[src/rtl/btn_pkg.sv]
// Shared types and board defaults for the push-button debouncer.
// Default timing assumes the 100 MHz board clock.
package btn_pkg;

  typedef enum logic [1:0] {
    IDLE      = 2'd0,
    ARMING    = 2'd1,
    PRESSED   = 2'd2,
    RELEASING = 2'd3
  } btn_state_e;

  // 10 ms settle time
  localparam int unsigned DEBOUNCE_CYCLES_DEF = 1000000;
  // 0.5 s long-press threshold
  localparam int unsigned LONG_CYCLES_DEF = 50000000;
  localparam int unsigned CNT_W_DEF = 26;

endpackage

[src/rtl/btn_channel.sv]
// One button: 2-flop synchroniser, debounce FSM, hold counter.
// All outputs are registered straight from next-state logic.
module btn_channel
  import btn_pkg::*;
#(
  parameter int unsigned DEBOUNCE_CYCLES = DEBOUNCE_CYCLES_DEF,
  parameter int unsigned LONG_CYCLES = LONG_CYCLES_DEF,
  parameter int unsigned CNT_W = CNT_W_DEF
) (
  input  logic clk_i,
  input  logic rst_i,
  input  logic btn_i,
  output logic pressed_o,
  output logic press_o,
  output logic release_o,
  output logic long_o
);

  localparam logic [CNT_W-1:0] ONE = CNT_W'(1);
  localparam logic [CNT_W-1:0] DB_LAST =
    CNT_W'(DEBOUNCE_CYCLES - 1);
  localparam logic [CNT_W-1:0] LONG_LAST =
    CNT_W'(LONG_CYCLES - 1);
  // hcnt parks one past the threshold so long fires once
  localparam logic [CNT_W-1:0] LONG_SAT =
    CNT_W'(LONG_CYCLES);

  logic sync1_q, sync2_q, btn_s;
  btn_state_e state_q, state_d;
  logic [CNT_W-1:0] cnt_q, cnt_d;
  logic [CNT_W-1:0] hcnt_q, hcnt_d;
  logic pressed_q, pressed_d;
  logic press_q, press_d;
  logic release_q, release_d;
  logic long_q, long_d;

  assign btn_s = sync2_q;

  // bring the raw pin into the clk domain
  always_ff @(posedge clk_i or posedge rst_i) begin
    if (rst_i) begin
      sync1_q <= 1'b0;
      sync2_q <= 1'b0;
    end else begin
      sync1_q <= btn_i;
      sync2_q <= sync1_q;
    end
  end

  // state, counters and registered outputs
  always_ff @(posedge clk_i or posedge rst_i) begin
    if (rst_i) begin
      state_q   <= IDLE;
      cnt_q     <= '0;
      hcnt_q    <= '0;
      pressed_q <= 1'b0;
      press_q   <= 1'b0;
      release_q <= 1'b0;
      long_q    <= 1'b0;
    end else begin
      state_q   <= state_d;
      cnt_q     <= cnt_d;
      hcnt_q    <= hcnt_d;
      pressed_q <= pressed_d;
      press_q   <= press_d;
      release_q <= release_d;
      long_q    <= long_d;
    end
  end

  // debounce transitions and event strobes
  always_comb begin
    state_d   = state_q;
    cnt_d     = cnt_q;
    hcnt_d    = hcnt_q;
    press_d   = 1'b0;
    release_d = 1'b0;
    long_d    = 1'b0;
    unique case (state_q)
      IDLE: begin
        cnt_d  = '0;
        hcnt_d = '0;
        if (btn_s) begin
          state_d = ARMING;
          cnt_d   = ONE;
        end
      end
      ARMING: begin
        if (!btn_s) begin
          state_d = IDLE;
          cnt_d   = '0;
        end else if (cnt_q == DB_LAST) begin
          state_d = PRESSED;
          cnt_d   = '0;
          press_d = 1'b1;
        end else begin
          cnt_d = cnt_q + ONE;
        end
      end
      PRESSED: begin
        if (!btn_s) begin
          state_d = RELEASING;
          cnt_d   = ONE;
        end else begin
          if (hcnt_q == LONG_LAST) long_d = 1'b1;
          if (hcnt_q != LONG_SAT) hcnt_d = hcnt_q + ONE;
        end
      end
      RELEASING: begin
        if (btn_s) begin
          state_d = PRESSED;
          cnt_d   = '0;
        end else if (cnt_q == DB_LAST) begin
          state_d   = IDLE;
          cnt_d     = '0;
          hcnt_d    = '0;
          release_d = 1'b1;
        end else begin
          cnt_d = cnt_q + ONE;
        end
      end
      default: state_d = IDLE;
    endcase
    pressed_d = (state_d == PRESSED) ||
                (state_d == RELEASING);
  end

  assign pressed_o = pressed_q;
  assign press_o   = press_q;
  assign release_o = release_q;
  assign long_o    = long_q;

endmodule

[src/rtl/button_debounce.sv]
// Debounced level and press/release/long events for
// N_BUTTONS independent raw push-buttons.
module button_debounce
  import btn_pkg::*;
#(
  parameter int unsigned N_BUTTONS = 4,
  parameter int unsigned DEBOUNCE_CYCLES = DEBOUNCE_CYCLES_DEF,
  parameter int unsigned LONG_CYCLES = LONG_CYCLES_DEF,
  parameter int unsigned CNT_W = CNT_W_DEF
) (
  input  logic                 clk,
  input  logic                 rst,
  input  logic [N_BUTTONS-1:0] btn,
  output logic [N_BUTTONS-1:0] pressed,
  output logic [N_BUTTONS-1:0] press_pulse,
  output logic [N_BUTTONS-1:0] release_pulse,
  output logic [N_BUTTONS-1:0] long_pulse
);

  for (genvar g = 0; g < N_BUTTONS; g++) begin : g_ch
    btn_channel #(
      .DEBOUNCE_CYCLES(DEBOUNCE_CYCLES),
      .LONG_CYCLES(LONG_CYCLES),
      .CNT_W(CNT_W)
    ) u_ch (
      .clk_i(clk),
      .rst_i(rst),
      .btn_i(btn[g]),
      .pressed_o(pressed[g]),
      .press_o(press_pulse[g]),
      .release_o(release_pulse[g]),
      .long_o(long_pulse[g])
    );
  end

endmodule

[config.mk]
export PLATFORM = sky130hd
export DESIGN_NAME = button_debounce
export DESIGN_NICKNAME = d
export VERILOG_FILES = /design/src/rtl/btn_pkg.sv /design/src/rtl/btn_channel.sv /design/src/rtl/button_debounce.sv
export SDC_FILE = /design/constraint.sdc
export NUM_CORES = 1
export LEC_CHECK = 0
export ABC_AREA = 1
export CELL_PAD_IN_SITES_DETAIL_PLACEMENT = 0
export CELL_PAD_IN_SITES_GLOBAL_PLACEMENT = 1
export CORE_MARGIN = 5
export CORE_UTILIZATION = 30
export CTS_CLUSTER_SIZE = 40
export DETAILED_ROUTE_END_ITERATION = 6
export PLACE_DENSITY = 0.66
export SLEW_MARGIN = 10
export SYNTH_ARGS = -nofsm -noshare
export SYNTH_HDL_FRONTEND = slang
export SYNTH_SLANG_ARGS = --single-unit
[constraint.sdc]
create_clock -name clk -period 8.8 [get_ports clk]
set_input_delay 0.88 -clock clk [delete_from_list [all_inputs] [get_ports clk]]
set_output_delay 0.88 -clock clk [all_outputs]
set_load 0.05 [all_outputs]
* Yosys cells after proc, flatten, opt, wreduce, memory -nomap -nowiden *
Index checks and enable logic that the tools add are counted.

storage, ports and cells
  output and inout bits = 16
  bits in registers = 240
  bits of input ports = 6
  logic and storage cells = 216

cells by class
  mux-type cells = 104
  equal/unequal tests = 52
  add/sub/neg operators = 8
  reduce and logical (&&, ||, !) cells = 16

operators by type and width
  operator                 number
  $mux W26                 32
  $pmux W26 S4             4
  $pmux W26 S3             4
  $add A26 B1 Y26 const B  8
  $eq A26 B20 Y1 const B   4
  $eq A26 B26 Y1 const B   4
  $ne A26 B26 Y1 const B   4
  $mux W2                  24
  $mux W1                  36
  $eq A2 B2 Y1 const B     16
  $pmux W2 S4              4
  $ne A2 B1 Y1 const B     12
  $reduce_and A5 Y1        4
  $ne A2 B2 Y1 const B     8
  $reduce_bool A3 Y1       4
  $eq A2 B1 Y1 const B     4
  $logic_not A2 Y1         4
  $logic_or A1 B1 Y1       4

* Longest topological paths before layout *
Gate-level depths: netlist of run 1.

  depth after elaboration = 6
  gate-level depth with buffers = 12

* By module *
A second synthesis of run 1 with hierarchy kept.

second synthesis, totals
  cells, all modules = 2,520
  area total of the unflattened synthesis = 16,133.0 um^2

by module, submodules not included
  module                          area each (um^2)  cells an instance  sequential area each (um^2)  times used
  btn_channel (g_ch[0].u_ch ...)  4,007.6           627                1,501.4                      3
  btn_channel (g_ch[3].u_ch)      4,110.2           639                1,501.4                      1

* Worst setup path before layout of run 1 *
OpenSTA, ideal clock, no wires.

  path type = register -> register
  from = register g_ch[3].u_ch.hcnt_q[0]
  to = register g_ch[3].u_ch.hcnt_q[13]
  data required time = 8,683 ps
  cell stages (with the launch flop) = 12
  setup slack = 7,168 ps
  arrival time = 1,515 ps
  cell sequence = dfrtp_1 > inv_1 > ha_1 > nor3b_1 > nand2_1 > nor2_1 > nand2_1 > nand2_1 > nand2_2 > buf_2 > nand3_1 > nand2_1

between the ends
  cells in the longest elaborated chain, start to end = 4

ends and longest elaborated chain
  item                      RTL line            RTL
  start: declaration        btn_channel.sv:31   logic [CNT_W-1:0] hcnt_q, hcnt_d;
  start signal: assignment  btn_channel.sv:63   hcnt_q <= hcnt_d;
  $add A26 B1 Y26           btn_channel.sv:106  if (hcnt_q != LONG_SAT) hcnt_d = hcnt_q + ONE;
  $mux W26                  btn_channel.sv:106
  $mux W26                  btn_channel.sv:101  if (!btn_s) begin
  $pmux W26 S3              btn_channel.sv:79   unique case (state_q)

Several ways; a longest one is shown, not always the timed one. The select of a mux whose other input is x is not followed.
A chain may end at the register's enable or synchronous reset.

* Final worst setup path of run 1 *
  from = register g_ch[2].u_ch.long_q
  to = output port long_pulse[2]

RTL lines
  item                      RTL line               RTL
  start: declaration        btn_channel.sv:35      logic long_q, long_d;
  start signal: assignment  btn_channel.sv:67      long_q <= long_d;
  end: declaration          button_debounce.sv:17  output logic [N_BUTTONS-1:0] long_pulse

No word-level cell between the ends.

==> results.tsv, run 1 <==
metric	value	unit
clk slew on worst S/H paths	0.06	ns
status	finished clean	
final WL	42.2	mm
dpl hpwl	29.4	mm
clock latency on the worst-skew pair	0.57	ns
Required @ worst endpoint	7.92	ns
Setup Viol. Count Final	0	
Pins Over Slew Limit	0	
sequential-to-total area share from yosys stat	0.376	
CP Max Fanout	1	
number of nets with antenna violations after routing	0	
Seq cells post-synth	240	
CTS Buf Count	31	
H-tree levels	1	
# DRC	0	
Hold Buf Count CTS	0	
iteration count of the initial detailed-routing pass	5	
CTS Root Cell	clkbuf_16	
post-synthesis mux area share	0	
met1 usage	0.195	
Synth Area in XOR/XNOR	0.0406	
Core Footprint	52700	um2
CTS resizes	0	
detailed-route via count	14800	
average wire per standard cell	13.3	um
Final TNS setup	0	ns
Synth Net Count	2490	
DIE HEIGHT	241	um
post-synthesis instance area	16000	um2
adder-cell share of the synthesized area	0.00939	
ANT cells	0	
critical path cell sequence	clkdlybuf4s50_1	
Hold Path Class	flop to flop	
post-route core utilization	0.337	
Nets	2487	
grt ovf	0	
most used routing layer	met2	
Via density	4.65	
initial antenna violation count	0	
first-pass GRT wire length	72.2	mm
number of port buffers	21	
number of buffers and inverters on the critical path	1	
Max Freq	0.378	GHz
Initial Utilization	0.304	
Slew HR	0.438	
CP arrival	1.77	ns
maximum VDD drop	0.142	mV
synthesized area per cell	6.47	um2
Filler Cells Inserted	5687	
vias in the first global route	14400	
largest net degree at the start of global routing	144	
largest family of logic cells by synthesized area	simple AND/OR/NAND/NOR gates	
Yosys warnings	0	
Worst setup SP type	flop	
GR Util met3	0.0191	
TritonCTS clock tree	built	
RSZ-0062 raised after global routing	no	
full die area	58000	um2
CTS sink count	240	
clk_skew	0.0134	ns
worst-case clock buffer depth	3	
GPL Wtd Cong	0.831	
Worst path slowest cell	clkdlybuf4s50_1	
Power, Total	0.00251	W
GR Util met2	0.254	
kind of cell adding the most delay to the critical path	buffers and inverters	
share of layout cells above drive strength 1	0.0542	
io pins	22	
complex-gate fraction of the synthesized area	0.0408	
Worst Tran Pin Value	0.842	ns
Yosys cell types	40	
final hold vios	0	
Tcrit/Tclk final	0.301	
DRT iter0 DRCs	911	
max cap viols	0	
Gate Count Post-Synth	2472	
# rows	84	
gr usage total	0.146	
CP max stage delay	0.82	ns
minimum period implied by the final worst setup slack	2.65	ns
WS Path Type	flop to output pin	
Area Growth Syn to Fin	11.1	%
Cell Pwr Density	142	nW/um2
chip width	241	um
Setup crit end kind	output pin	
Leak Pwr	7.46	nW
Post-Synth Simple-Gate Area	0.452	
Post-CTS Setup Inserts	0	
==> sequential cells by signal, indices dropped and copies added, names as in the netlist <==
signal and flops:
g_ch.u_ch.press_o 4, g_ch.u_ch.cnt_q 104, g_ch.u_ch.state_q 8, g_ch.u_ch.long_o 4, g_ch.u_ch.btn_s 4, g_ch.u_ch.pressed_o 4, g_ch.u_ch.sync1_q 4, g_ch.u_ch.hcnt_q 104
g_ch.u_ch.release_o 4
==> final timing paths <==
check / endpoint / slack, ns / start / cells past startpoint
max in group asynchronous: g_ch[0].u_ch.hcnt_q[17]$_DFFE_PP0P_ / 6.70 / rst / 3
min: g_ch[1].u_ch.btn_s$_DFF_PP0_ / 0.35 / g_ch[1].u_ch.sync1_q$_DFF_PP0_ / 0
max: long_pulse[2] / 6.15 / g_ch[2].u_ch.long_o$_DFF_PP0_ / 1
max reg2reg: g_ch[3].u_ch.long_o$_DFF_PP0_ / 6.40 / g_ch[3].u_ch.state_q[0]$_DFF_PP0_ / 7
min reg2reg: g_ch[1].u_ch.btn_s$_DFF_PP0_ / 0.35 / g_ch[1].u_ch.sync1_q$_DFF_PP0_ / 0
min in group asynchronous: g_ch[0].u_ch.hcnt_q[23]$_DFFE_PP0P_ / 0.81 / rst / 2
==> placed cells by master (no fill, tap or decap), drive strengths merged, types with 37 or more instances in the layout <==
| cell type | synthesis | routed |
|---|---|---|
| nand3 | 237 | 237 |
| nor3 | 43 | 43 |
| dfrtp | 240 | 240 |
| xor2 | 53 | 53 |
| nand2 | 909 | 909 |
| nor2 | 482 | 482 |
| o21ai | 74 | 74 |
| clkbuf | 13 | 42 |
| nand4 | 37 | 37 |
| inv | 242 | 242 |
==> cells by family (layout without fill, tap and decap cells) <==
group                    count (synthesis)  in the layout
AND/OR/NAND/NOR                       1725           1725
buffers and inverters                  304            321
flip-flops                             240            240
AO/OA/AOI/OAI                          117            117
XOR/XNOR                                74             74
adder cells (fa/ha/maj)                 12             12
==> synth_stat cells, drive strengths merged <==
library cell,number,share of area
nor3,43,0.014
o22ai,15,0.0059
nor3b,4,0.0019
nand2,909,0.22
ha,12,0.0094
clkbuf,13,0.0031
a21oi,16,0.0050
buf,47,0.021
and3,1,0.00039
a31oi,1,0.00039
o31ai,1,0.00047
nor2,482,0.12
xor2,53,0.029
o211ai,1,0.00047
nand4,37,0.015
nand3,237,0.077
nand3b,5,0.0023
xnor2,21,0.012
o21ai,74,0.023
clkinv,2,0.00047
inv,242,0.057
o21bai,8,0.0045
or2,4,0.0016
a21boi,1,0.00070
nor4,3,0.0012
dfrtp,240,0.38
==> metrics by stage <==
step / std cells / worst slack [ns] / area, um2 / hold slack, ns
after floorplan: 2472 / 1.33 / 16000 / 0.331
after global placement: 3124 / 5.98 / 16700 / 0.334
after detailed placement: 3124 / 5.96 / 16700 / 0.340
after CTS: 3177 / 6.08 / 17800 / 0.357
after global routing: 3177 / 6.09 / 17800 / 0.367
final: 3177 / 6.15 / 17800 / 0.352
==> power breakdown <==
group / internal [W] / leakage, nW / total [W] / switching (W)
Combinational: 0.0000119 / 3.63 / 0.0000695 / 0.0000576
Sequential: 0.00111 / 3.32 / 0.00112 / 0.00000688
Clock: 0.000826 / 0.519 / 0.00133 / 0.000503
Total: 0.00195 / 7.46 / 0.00251 / 0.000567
==> metal layers <==
metal  up-vias  wire (um)  share of wire
met4         0        965          0.023
met1      6832      20200           0.48
met2       177      19800           0.47
met5         -          0              0
li1       7715          -              -
met3        56       1190          0.028
==> area by class of cell <==
| class | count | area, um2 | area share |
|---|---|---|---|
| timing repair buffer | 24 | 245 | 0.0138 |
| sequential | 240 | 6010 | 0.338 |
| multi-input combinational | 1928 | 8680 | 0.489 |
| tap | 688 | 861 | 0.0485 |
| clock buffer | 42 | 867 | 0.0488 |
| clock inverter | 11 | 180 | 0.0101 |
| inverter | 244 | 923 | 0.0520 |
Note: power is estimated with default switching activity, not from simulation.
==> run 2: changes to the inputs <==
Clock period 8.8 ns to 2.5 ns, I/O delays scaled along.
==> run 2 against run 1 <==
  * Utilization is 0.48 points higher
  * Sequential power grew to 3.5 times the previous value
  * Non-clock buffer count is 22 higher
  * Wire length is 1.7% higher
  * Global-route usage is 0.34 points higher
  * Register-to-register slack worse by 6.0 ns
  * Total power grew to 3.5 times the previous value
  * Combinational power grew to 4.0 times the previous value
  * Hold slack worse by 0.23 ns
  * Setup slack worse by 5.7 ns
  * Critical endpoint is now g_ch[2].u_ch.hcnt_q[16]$_DFFE_PP0P_
  * Final area is 1.4% higher
==> results.tsv, run 2 (synthesis results as in run 1) <==
metric	value	unit	change
share of layout cells above drive strength 1	0.0653		+0.0110
initial antenna violation count	0		unchanged
vias in the first global route	14900		+3.6%
CTS resizes	0		unchanged
Power, Total	0.00889	W	+250%
Core Footprint	52700	um2	unchanged
H-tree levels	1		unchanged
Sw Ratio	0.231		+0.00564
grt ovf	0		unchanged
Nets	2508		+0.84%
CP Max Fanout	26		+25
status	finished clean		
final WL	42.9	mm	+1.7%
Setup Viol. Count Final	0		unchanged
CTS Buf Count	30		-3.2%
Post-CTS Setup Inserts	0		unchanged
RSZ-0062 raised after global routing	no		
Logic pwr share	0.031		+0.003
gr usage total	0.150		+0.00344
maximum VDD drop	0.488	mV	+240%
internal power	0.00683	W	+250%
WS Path Type	flop to flop		
Cell Pwr Density	494	nW/um2	+250%
number of port buffers	21		unchanged
WHS Path Cells	1		+1
switching pwr	0.00206	W	+260%
Via density	4.68		+0.51%
clock share of power	0.527		about the same
clock latency on the worst-skew pair	0.57	ns	about the same
Initial Utilization	0.304		unchanged
clk_skew	0.00946	ns	-0.00398 ns
Flop pwr share	0.442		-0.002
largest net degree at the start of global routing	48		-67%
Required @ worst endpoint	2.96	ns	-4.96 ns
ANT cells	0		unchanged
Hold Path Class	primary input to flop		
dpl hpwl	30.8	mm	+4.8%
full die area	58000	um2	unchanged
worst-case clock buffer depth	3		unchanged
Worst Tran Pin Value	0.673	ns	-0.169 ns
post-route core utilization	0.342		+0.00475
Worst setup SP type	flop		
Leak Pwr	7.59	nW	+1.7%
chip width	241	um	unchanged
CTS sink count	240		unchanged
most common cell after layout, fill and taps aside	nand2_1		
Slew HR	0.550		+0.113
CTS Root Cell	clkbuf_16		
iteration count of the initial detailed-routing pass	5		unchanged
# rows	84		unchanged
# DRC	0		unchanged
minimum period implied by the final worst setup slack	2.09	ns	
Tcrit/Tclk final	0.837		
Finished Layout Cells	3200		+0.72%
GPL Wtd Cong	0.876		+5.5%
first-pass GRT wire length	74.0	mm	+2.5%
R2R cell count	10		+3
Area Growth Syn to Fin	12.7	%	
clk slew on worst S/H paths	0.06	ns	about the same
Setup crit end kind	flop		
Max Freq	0.478	GHz	
DIE HEIGHT	241	um	unchanged
final hold vios	0		unchanged
CP arrival	2.55	ns	+0.78 ns
dpl cells	3146		+0.70%
Top Registers	g_ch.u_ch.cnt_q (104), g_ch.u_ch.hcnt_q (104), g_ch.u_ch.state_q (8)		
TritonCTS clock tree	built		
most frequent cells in the layout	893 x nand2_1, 451 x nor2_1, 240 x dfrtp_1, 231 x nand3_1, 219 x inv_1		
io pins	22		unchanged
average wire per standard cell	13.4	um	+0.95%
number of nets with antenna violations after routing	0		unchanged
max cap viols	0		unchanged
Hold Buf Count CTS	0		unchanged
detailed-route via count	15000		+1.2%
DRT iter0 DRCs	960		+5.4%
Pins Over Slew Limit	0		unchanged
run 2: critical path: stages (launching register included):
cell     delay, ns
dfrtp_1       0.38
ha_1          0.19
nand3_1       0.16
inv_2         0.13
nand2_2       0.07
nor2_4        0.12
nand3_1       0.09
nand2_1       0.08
nand3_2       0.47
nand2_1       0.21
nand2_1       0.08
run 2: power by group through the flow:
stage / clock, W / combinational [W] / sequential (W)
global placement: 0 / 0.000283 / 0.00400
finish: 0.00469 / 0.000275 / 0.00393
global route: 0.00502 / 0.000316 / 0.00393
detailed placement: 0 / 0.000288 / 0.00400
floorplan: 0 / 0.000191 / 0.00399
CTS: 0.00487 / 0.000288 / 0.00393
run 2: path summary, 6_finish.rpt:
kind | startpoint | to | slack (ns)
worst min register to register | g_ch[2].u_ch.sync1_q$_DFF_PP0_ | g_ch[2].u_ch.btn_s$_DFF_PP0_ | 0.35
worst max-delay path | g_ch[2].u_ch.cnt_q[0]$_DFFE_PP0P_ | g_ch[2].u_ch.hcnt_q[16]$_DFFE_PP0P_ | 0.41
max in group asynchronous | rst | g_ch[1].u_ch.cnt_q[16]$_DFFE_PP0P_ | 1.67
min in group asynchronous | rst | g_ch[0].u_ch.hcnt_q[8]$_DFFE_PP0P_ | 0.13
worst max register to register | g_ch[2].u_ch.cnt_q[0]$_DFFE_PP0P_ | g_ch[2].u_ch.hcnt_q[16]$_DFFE_PP0P_ | 0.41
worst min-delay path | btn[3] | g_ch[3].u_ch.sync1_q$_DFF_PP0_ | 0.12
run 2: per-layer routing:
metal,track usage,vias up,share of wire
met5,0,-,0
met4,0.0320,0,0.017
met3,0.0185,49,0.030
met2,0.259,180,0.48
met1,0.202,6983,0.48
li1,-,7751,-
run 2: area by class of cell:
class | instances | area, um2
multi-input cells | 1928 | 8680
well taps | 688 | 861
clock buffers | 38 | 872
inverters | 244 | 920
clock inverters | 16 | 201
fillers | 5667 | 34600
flip-flops and latches | 240 | 6010
repair buffers | 46 | 473
run 2: stage by stage:
stage               setup slack (ns)  hold WS, ns  cell area, um2  setup TNS [ns]
finish                         0.408        0.119           18000               0
global route                   0.145       0.0830           18000               0
CTS                            0.381       0.0821           18000               0
detailed placement             0.392        0.336           16900               0
global placement               0.434        0.334           16900               0
floorplan                     -0.898        0.281           16000         -215.48
